File: src/rtl/pattern_pkg.sv
// Shared state encoding, dim limits and default parameters for the pattern sequencer.
package pattern_pkg;

  localparam logic [1:0] ST_RUN      = 2'd0;
  localparam logic [1:0] ST_FADE_OUT = 2'd1;
  localparam logic [1:0] ST_SWITCH   = 2'd2;
  localparam logic [1:0] ST_FADE_IN  = 2'd3;

  typedef enum logic [1:0] {
    RUN      = ST_RUN,
    FADE_OUT = ST_FADE_OUT,
    SWITCH   = ST_SWITCH,
    FADE_IN  = ST_FADE_IN
  } state_t;

  localparam logic [1:0] DIM_MAX = 2'd3;

  localparam int NUM_PATTERNS_DEF    = 6;
  localparam int DWELL_FRAMES_DEF    = 600;
  localparam int FADE_FRAMES_DEF     = 4;
  localparam int DEBOUNCE_FRAMES_DEF = 3;

endpackage

File: src/rtl/frame_debounce.sv
// Synchronises a raw button and emits one press pulse on the frame strobe where it has been high FRAMES frames.
// Pulse is combinational with next_frame; holding the button gives no repeat until release.
module frame_debounce
  import pattern_pkg::*;
#(
  parameter int FRAMES = DEBOUNCE_FRAMES_DEF
) (
  input  logic clk,
  input  logic rst_n,
  input  logic next_frame,
  input  logic raw,
  output logic press
);

  localparam int CW = $clog2(FRAMES) + 1;

  logic [1:0]    sync;
  logic [CW-1:0] cnt;

  always_ff @(posedge clk or negedge rst_n) begin
    if (!rst_n) begin
      sync <= 2'b00;
      cnt  <= '0;
    end else begin
      sync <= {sync[0], raw};
      if (!sync[1]) begin
        cnt <= '0;
      end else if (next_frame && (cnt != CW'(FRAMES))) begin
        cnt <= cnt + CW'(1);
      end
    end
  end

  // Fires only on the strobe that moves the counter onto its saturation value.
  assign press = next_frame & sync[1] & (cnt == CW'(FRAMES - 1));

endmodule

File: src/rtl/pattern_sequencer.sv
// Selects the active pattern generator and sequences dim-out / switch / dim-in on frame strobes.
// All state changes land on next_frame; requests arriving mid-transition are held in a 1-deep pending flag.
module pattern_sequencer
  import pattern_pkg::*;
#(
  parameter int NUM_PATTERNS    = NUM_PATTERNS_DEF,
  parameter int DWELL_FRAMES    = DWELL_FRAMES_DEF,
  parameter int FADE_FRAMES     = FADE_FRAMES_DEF,
  parameter int DEBOUNCE_FRAMES = DEBOUNCE_FRAMES_DEF
) (
  input  logic                    clk,
  input  logic                    rst_n,
  input  logic                    next_frame,
  input  logic                    btn_next,
  input  logic                    auto_en,
  input  logic [2:0]              speed_in,
  output logic [2:0]              pattern_idx,
  output logic [NUM_PATTERNS-1:0] pattern_enable,
  output logic [2:0]              step_size,
  output logic [1:0]              dim_level,
  output logic                    busy
);

  localparam int FW = $clog2(FADE_FRAMES) + 1;
  localparam int DW = $clog2(DWELL_FRAMES) + 1;

  state_t        state;
  logic [FW-1:0] fade_cnt;
  logic [DW-1:0] dwell_cnt;
  logic          pending;
  logic          press;
  logic          auto_req;
  logic          req;
  logic          fade_last;
  logic [2:0]    next_idx;

  frame_debounce #(
    .FRAMES (DEBOUNCE_FRAMES)
  ) u_debounce (
    .clk        (clk),
    .rst_n      (rst_n),
    .next_frame (next_frame),
    .raw        (btn_next),
    .press      (press)
  );

  assign auto_req  = next_frame & auto_en & (state == RUN) & (dwell_cnt == DW'(DWELL_FRAMES - 1));
  assign req       = press | auto_req;
  assign fade_last = (fade_cnt == FW'(FADE_FRAMES - 1));
  assign next_idx  = (pattern_idx == 3'(NUM_PATTERNS - 1)) ? 3'd0 : pattern_idx + 3'd1;

  always_ff @(posedge clk or negedge rst_n) begin
    if (!rst_n) begin
      dwell_cnt <= '0;
      step_size <= 3'd1;
    end else if (next_frame) begin
      step_size <= speed_in;
      if ((state != RUN) || !auto_en || auto_req) begin
        dwell_cnt <= '0;
      end else begin
        dwell_cnt <= dwell_cnt + DW'(1);
      end
    end
  end

  always_ff @(posedge clk or negedge rst_n) begin
    if (!rst_n) begin
      state       <= RUN;
      fade_cnt    <= '0;
      dim_level   <= 2'd0;
      pattern_idx <= 3'd0;
      busy        <= 1'b0;
      pending     <= 1'b0;
    end else if (next_frame) begin
      // A second request while one is already pending is simply absorbed.
      if ((state != RUN) && req) begin
        pending <= 1'b1;
      end
      case (state)
        RUN: begin
          if (req || pending) begin
            state     <= FADE_OUT;
            fade_cnt  <= '0;
            dim_level <= 2'd1;
            busy      <= 1'b1;
            pending   <= 1'b0;
          end
        end
        FADE_OUT: begin
          if (fade_last) begin
            fade_cnt <= '0;
            if (dim_level == DIM_MAX) begin
              state       <= SWITCH;
              pattern_idx <= next_idx;
            end else begin
              dim_level <= dim_level + 2'd1;
            end
          end else begin
            fade_cnt <= fade_cnt + FW'(1);
          end
        end
        SWITCH: begin
          state    <= FADE_IN;
          fade_cnt <= '0;
        end
        FADE_IN: begin
          if (fade_last) begin
            fade_cnt  <= '0;
            dim_level <= dim_level - 2'd1;
            if (dim_level == 2'd1) begin
              state <= RUN;
              busy  <= 1'b0;
            end
          end else begin
            fade_cnt <= fade_cnt + FW'(1);
          end
        end
        default: state <= RUN;
      endcase
    end
  end

  always_comb begin
    pattern_enable = '0;
    for (int i = 0; i < NUM_PATTERNS; i++) begin
      if (pattern_idx == 3'(i)) pattern_enable[i] = 1'b1;
    end
  end

endmodule

File: config.mk
export PLATFORM = sky130hd
export DESIGN_NAME = pattern_sequencer
export DESIGN_NICKNAME = d
export VERILOG_FILES = /design/src/rtl/pattern_pkg.sv /design/src/rtl/frame_debounce.sv /design/src/rtl/pattern_sequencer.sv
export SDC_FILE = /design/constraint.sdc
export NUM_CORES = 1
export LEC_CHECK = 0
export BUFFER_PORTS_ARGS = -buffer_cell sky130_fd_sc_hd__buf_2
export CAP_MARGIN = 20
export CORE_ASPECT_RATIO = 0.5
export CORE_MARGIN = 2
export CORE_UTILIZATION = 44
export DETAILED_ROUTE_END_ITERATION = 8
export GPL_ROUTABILITY_DRIVEN = 0
export HOLD_SLACK_MARGIN = 0.15
export PLACE_DENSITY = 0.72
export RECOVER_POWER = 50
export SLEW_MARGIN = 20
export SYNTH_ARGS = -nofsm -noshare
export SYNTH_HDL_FRONTEND = slang
export SYNTH_HIERARCHICAL = 1
export SYNTH_SLANG_ARGS = --single-unit
File: constraint.sdc
create_clock -name clk -period 3 [get_ports clk]
set_input_delay 0.45 -clock clk [delete_from_list [all_inputs] [get_ports clk]]
set_output_delay 0.45 -clock clk [all_outputs]
set_load 0.03 [all_outputs]
Word level (Yosys, flattened, before mapping). Cells that the tools add are included.

Register bits after elaboration: 31. Word-level logic and storage cells: 90. Input port bits: 8.

Bitwise gates (word level): 6. Reductions and logical operators: 17. $add $sub $neg: 6. Multiplexer cells: 30. Eq/ne operators: 21.

Operator list (count): 2-to-1 mux 2 bit (8); 2-to-1 mux 3 bit (5); == test 3 x 2 -> 1 bit (second input constant) (4); 2-to-1 mux 1 bit (12); != test 2 bit (second input constant) (6); AND reduction 6 bit (2); adder 11 x 1 -> 11 bit (second input constant) (1); == test 11 x 10 -> 1 bit (second input constant) (1); 2-to-1 mux 11 bit (1); adder 3 x 1 -> 3 bit (second input constant) (3); case mux 3 bit (3 select lines) (1); case mux 2 bit (4 select lines) (1); == test 2 bit (second input constant) (3); == test 3 bit (second input constant) (2); case mux 2 bit (3 select lines) (1); bitwise AND 1 bit (5); AND reduction 5 bit (1); == test 2 x 1 -> 1 bit (second input constant) (2); AND reduction 4 bit (1); nonzero test 2 bit (2); == test 3 x 1 -> 1 bit (second input constant) (1); zero test 3 bit (1); logical OR 1 bit (3); != test 3 x 2 -> 1 bit (second input constant) (1); other kinds (11) (12).

Longest topological paths before layout.
Word-level depth: 8. Depth in mapped cells: 8. Mapped depth without buffers: 8.

Cells and area by module. The synthesis kept the hierarchy.

Modules (own cells, without submodules): pattern_sequencer (area an instance 1491.4 µm², times used 1, cells an instance 152, seq. area each 651.9 µm²); frame_debounce (area an instance 249.0 µm², times used 1, cells an instance 19, seq. area each 125.1 µm²).

Worst setup path after synthesis. OpenSTA, ideal clock, no wires.

Path type: register -> output. Start point: register pattern_idx[0]. End point: output port pattern_enable[5]. Stages on the path, launching flop included: 3. Data required time: 2.550 ns. Arrival time: 1.574 ns. Path slack: 0.976 ns. Cell sequence: dfrtp_1 > clkbuf_1 > nor3b_1.

Word-level cells in the longest chain between the ends: 2.

RTL lines: from (decl) (line pattern_sequencer.sv:17) `output logic [2:0] pattern_idx,`; from (signal assigned) (line pattern_sequencer.sv:94) `pattern_idx <= next_idx;`; == test 3 bit (line pattern_sequencer.sv:126) `if (pattern_idx == 3'(i)) pattern_enable[i] = 1'b1;`; 2-to-1 mux 1 bit (line pattern_sequencer.sv:126); to (decl) (line pattern_sequencer.sv:18) `output logic [NUM_PATTERNS-1:0] pattern_enable,`.

No other way between the ends.

Worst setup path after layout.
Start point: register state[0]. End point: register dim_level[0].

Word-level cells in the longest chain between the ends: 7.

RTL lines: from (decl) (line pattern_sequencer.sv:27) `state_t state;`; from (signal assigned) (line pattern_sequencer.sv:68) `state <= RUN;`; from (signal assigned) (line pattern_sequencer.sv:82) `state <= FADE_OUT;`; from (signal assigned) (line pattern_sequencer.sv:93) `state <= SWITCH;`; zero test 2 bit (line pattern_sequencer.sv:47, pattern_sequencer.sv:79); bitwise AND 1 bit (2 in a row) (line pattern_sequencer.sv:47) `assign auto_req = next_frame & auto_en & (state == RUN) & (dwell_cnt == DW'(DWELL_FRAMES - 1));`; OR 1 bit (line pattern_sequencer.sv:48) `assign req = press | auto_req;`; logical OR 1 bit (line pattern_sequencer.sv:81) `if (req || pending) begin`; != test 2 x 1 -> 1 bit (no line); AND reduction 6 bit (no line); to (signal assigned) (line pattern_sequencer.sv:96) `dim_level <= dim_level + 2'd1;`; to (signal assigned) (line pattern_sequencer.sv:109) `dim_level <= dim_level - 2'd1;`; to (decl) (line pattern_sequencer.sv:20) `output logic [1:0] dim_level,`.

Parallel ways exist; a longest one is shown, timed or not. A chain may end at the register's enable or synchronous reset.

==> metrics.txt <==
MaxCap Viol Count=1; Lkg Pwr=0.8982 nW; WP data required=3.17 ns; drt pass-1 iters=4; Final period util=0.7069; Num CTS Buffers=5; critical setup path kind=reg2reg; Crit Path Max Fanout=8; clk sinks=31; GRT Residual Overflow=0; setup violators final=0; largest net degree at the start of global routing=32; worst slack, placed=0.9074 ns; critical path's top delay family=simple AND/OR/NAND/NOR gates; row cnt=16; Post-Place Cell Area=1903 µm²; # IOs=23; CP arrival=2.29 ns; Syn Area/Cell=10.18 µm²; Area Growth Syn to Fin=13.52%; die span in x=92.95 µm; Peak VDD IR=0.0002307 V; WP buf/inv=1; post-cts gate resize count=0; vias=1320; die area=4505 µm²; Gate Count Post-Synth=171; max frequency=0.4715 GHz; Setup TNS=0 ns; CP max stage delay=0.41 ns; CTS tree=done; FF+latch count, synth=31; port bufs=22; clock-pin slew on the worst setup and hold paths=0.06 ns; Synth Net Count=191; clk buf depth=2; WL/cell=12.38 µm; worst-skew pair later-pin latency=0.28 ns; Post-Route WL=3094 µm; initial antenna violation count=0; # DRC=0; Final Max Slew Viols=32; first-pass GRT wire length=5375 µm; crit end category=flop; Worst Tran Pin Value=1.593 ns; # hold bufs at CTS=0; GRT Overall Usage=0.1550; Pwr Density=720.1 nW/µm²; root buffer cell=clkbuf_8; Final ANT Viol Nets=0; Final Hold Vio Count=0; fin area=1976 µm²; Final Critical Period=2.121 ns; DIE HEIGHT=48.47 µm; Distinct cells, synth=46; share of cells above drive strength 1=0.1888; outcome=finished with violations; synthesis warning total=6; Worst Setup Start Kind=flop; failing checks=capacitance limit, slew limit; Cell Chain, Critical Path=inv_1 > ha_1 > nand2_1 > nor4_4 > o21ai_2 > nor3_4 > mux2_1; RSZ-0062 raised after global routing=no; CORE AREA=3844 µm²; Crit-path slowest cell=dfrtp_1; Max-slew headroom=-0.06208; initial DRC count=37; setup ws final=0.8793 ns; diode count=0; Vias/cell=5.280; fin util=0.5140; Tightest Hold Check Type=in2reg; hpwl dp=2282 µm; Clock Skews=0.002919 ns; Layout fillers=375; Layout Nets=215; vias in the first global route=1220; Cell Area, Synth=1740 µm²; Starting Density=0.4528; Seq/Total Area, Yosys=0.4464; H-tree levels=2; Post-CTS Setup Bufs=0
==> worst register-to-register path, cell delays in order, from the launching register on <==
cell     delay [ns]
dfrtp_1        0.41
inv_1          0.11
ha_1           0.31
nand2_1        0.16
nor4_4         0.33
o21ai_2        0.16
nor3_4         0.19
mux2_1         0.34
==> state kept, by name (all words and copies together), names as in the netlist <==
name,count
fade_cnt,3
pattern_idx,3
pending,1
dim_level,2
u_debounce/cnt,3
busy,1
dwell_cnt,11
u_debounce/sync,2
state,2
step_size,3
==> through the flow <==
stage	total power, mW	instances	hold slack, ns
detailed placement	1.130	242	0.3426
CTS	1.442	250	0.2222
global route	1.528	250	0.2588
finish	1.423	250	0.2758
global placement	1.104	242	0.3331
floorplan	0.9894	171	0.1544
==> final timing paths <==
path | slack, ns | from | cells after the start | endpoint
setup reg to reg | 0.88 | state[0]$_DFFE_PN0P_ | 7 | dim_level[0]$_DFFE_PN0P_
setup / recovery | 0.88 | state[0]$_DFFE_PN0P_ | 7 | dim_level[0]$_DFFE_PN0P_
hold / removal | 0.28 | btn_next | 1 | u_debounce/sync[0]$_DFF_PN0_
max in group asynchronous | 1.52 | rst_n | 1 | dim_level[0]$_DFFE_PN0P_
hold reg to reg | 0.35 | u_debounce/sync[0]$_DFF_PN0_ | 0 | u_debounce/sync[1]$_DFF_PN0_
min in group asynchronous | 0.56 | rst_n | 1 | dwell_cnt[9]$_DFFE_PN0P_
==> synth_stat cells, drive strengths merged <==
cell,n,area (µm²)
dfrtp,30,750.7
nand2,15,56.30
ha,12,150.1
o21ai,12,63.81
inv,11,41.29
nor2,9,33.78
nor3,7,46.30
a21oi,6,33.78
clkbuf,6,22.52
mux2,6,67.56
nand3,6,30.03
nand2b,5,31.28
mux2i,4,40.04
nor2b,4,32.53
and2,3,18.77
a21o,2,15.01
and4,2,18.77
nand3b,2,15.01
nand4,2,12.51
nand4bb,2,22.52
nor3b,2,15.01
nor4,2,27.53
o211a,2,20.02
o22ai,2,12.51
o311ai,2,17.52
xnor2,2,17.52
a31oi,1,6.260
a41oi,1,8.760
and3,1,6.260
dfstp,1,26.28
o2111ai,1,8.760
o21a,1,7.510
o2bb2ai,1,8.760
o31a,1,8.760
o31ai,1,7.510
o32a,1,10.01
o41ai,1,8.760
or3,1,11.26
xor2,1,8.760
==> cell families after synthesis <==
group                    after synthesis  synth area share
AO/OA/AOI/OAI                         35            0.1366
XOR/XNOR                               3           0.01510
adder cells (fa/ha/maj)               12           0.08627
buffers and inverters                 17           0.03666
flip-flops                            31            0.4464
multiplexers                          10           0.06182
AND/OR/NAND/NOR                       63            0.2171
==> routing by layer <==
metal,vias up,track usage,part of all wire
li1,660,-,-
met1,631,0.1917,0.47
met2,21,0.2428,0.46
met3,8,0.05607,0.047
met4,0,0.07598,0.021
met5,-,0,0
==> final cells by class <==
| cell class | count | area (µm²) | area share |
|---|---|---|---|
| clock buffers | 7 | 76.32 | 0.03863 |
| clock inverters | 1 | 5.005 | 0.002533 |
| inverters | 11 | 41.29 | 0.02090 |
| multi-input cells | 123 | 899.6 | 0.4554 |
| flip-flops and latches | 31 | 777.0 | 0.3933 |
| well taps | 54 | 67.56 | 0.03420 |
| repair buffers | 23 | 108.9 | 0.05510 |
==> cell usage in the layout, fill, tap and decap left out, types with 2 or more instances in the layout <==
cell type	synthesis	routed
a21o_1	2	2
a21oi_1	5	5
and2_1	3	3
buf_2	0	18
clkbuf_1	6	7
clkbuf_8	0	5
dfrtp_1	30	30
ha_1	12	12
inv_1	11	11
mux2_2	5	5
mux2i_1	4	4
nand2_1	15	15
nand2b_1	5	5
nand3_1	6	6
nand3b_1	2	2
nand4_1	2	2
nand4bb_1	2	2
nor2_1	9	9
nor2b_1	3	3
nor3_1	6	6
nor3b_1	2	2
o211a_1	2	2
o21ai_0	11	11
o22ai_1	2	2
o311ai_0	2	2
xnor2_1	2	2
==> report_power, final <==
group          total (mW)  switching (mW)  leakage, nW  internal, mW
Sequential          0.552          0.0650        0.396         0.487
Clock               0.307           0.145       0.0422         0.162
Combinational       0.563           0.354        0.460         0.210
Total                1.42           0.564        0.898         0.859
(Power assumes the default switching activity.)
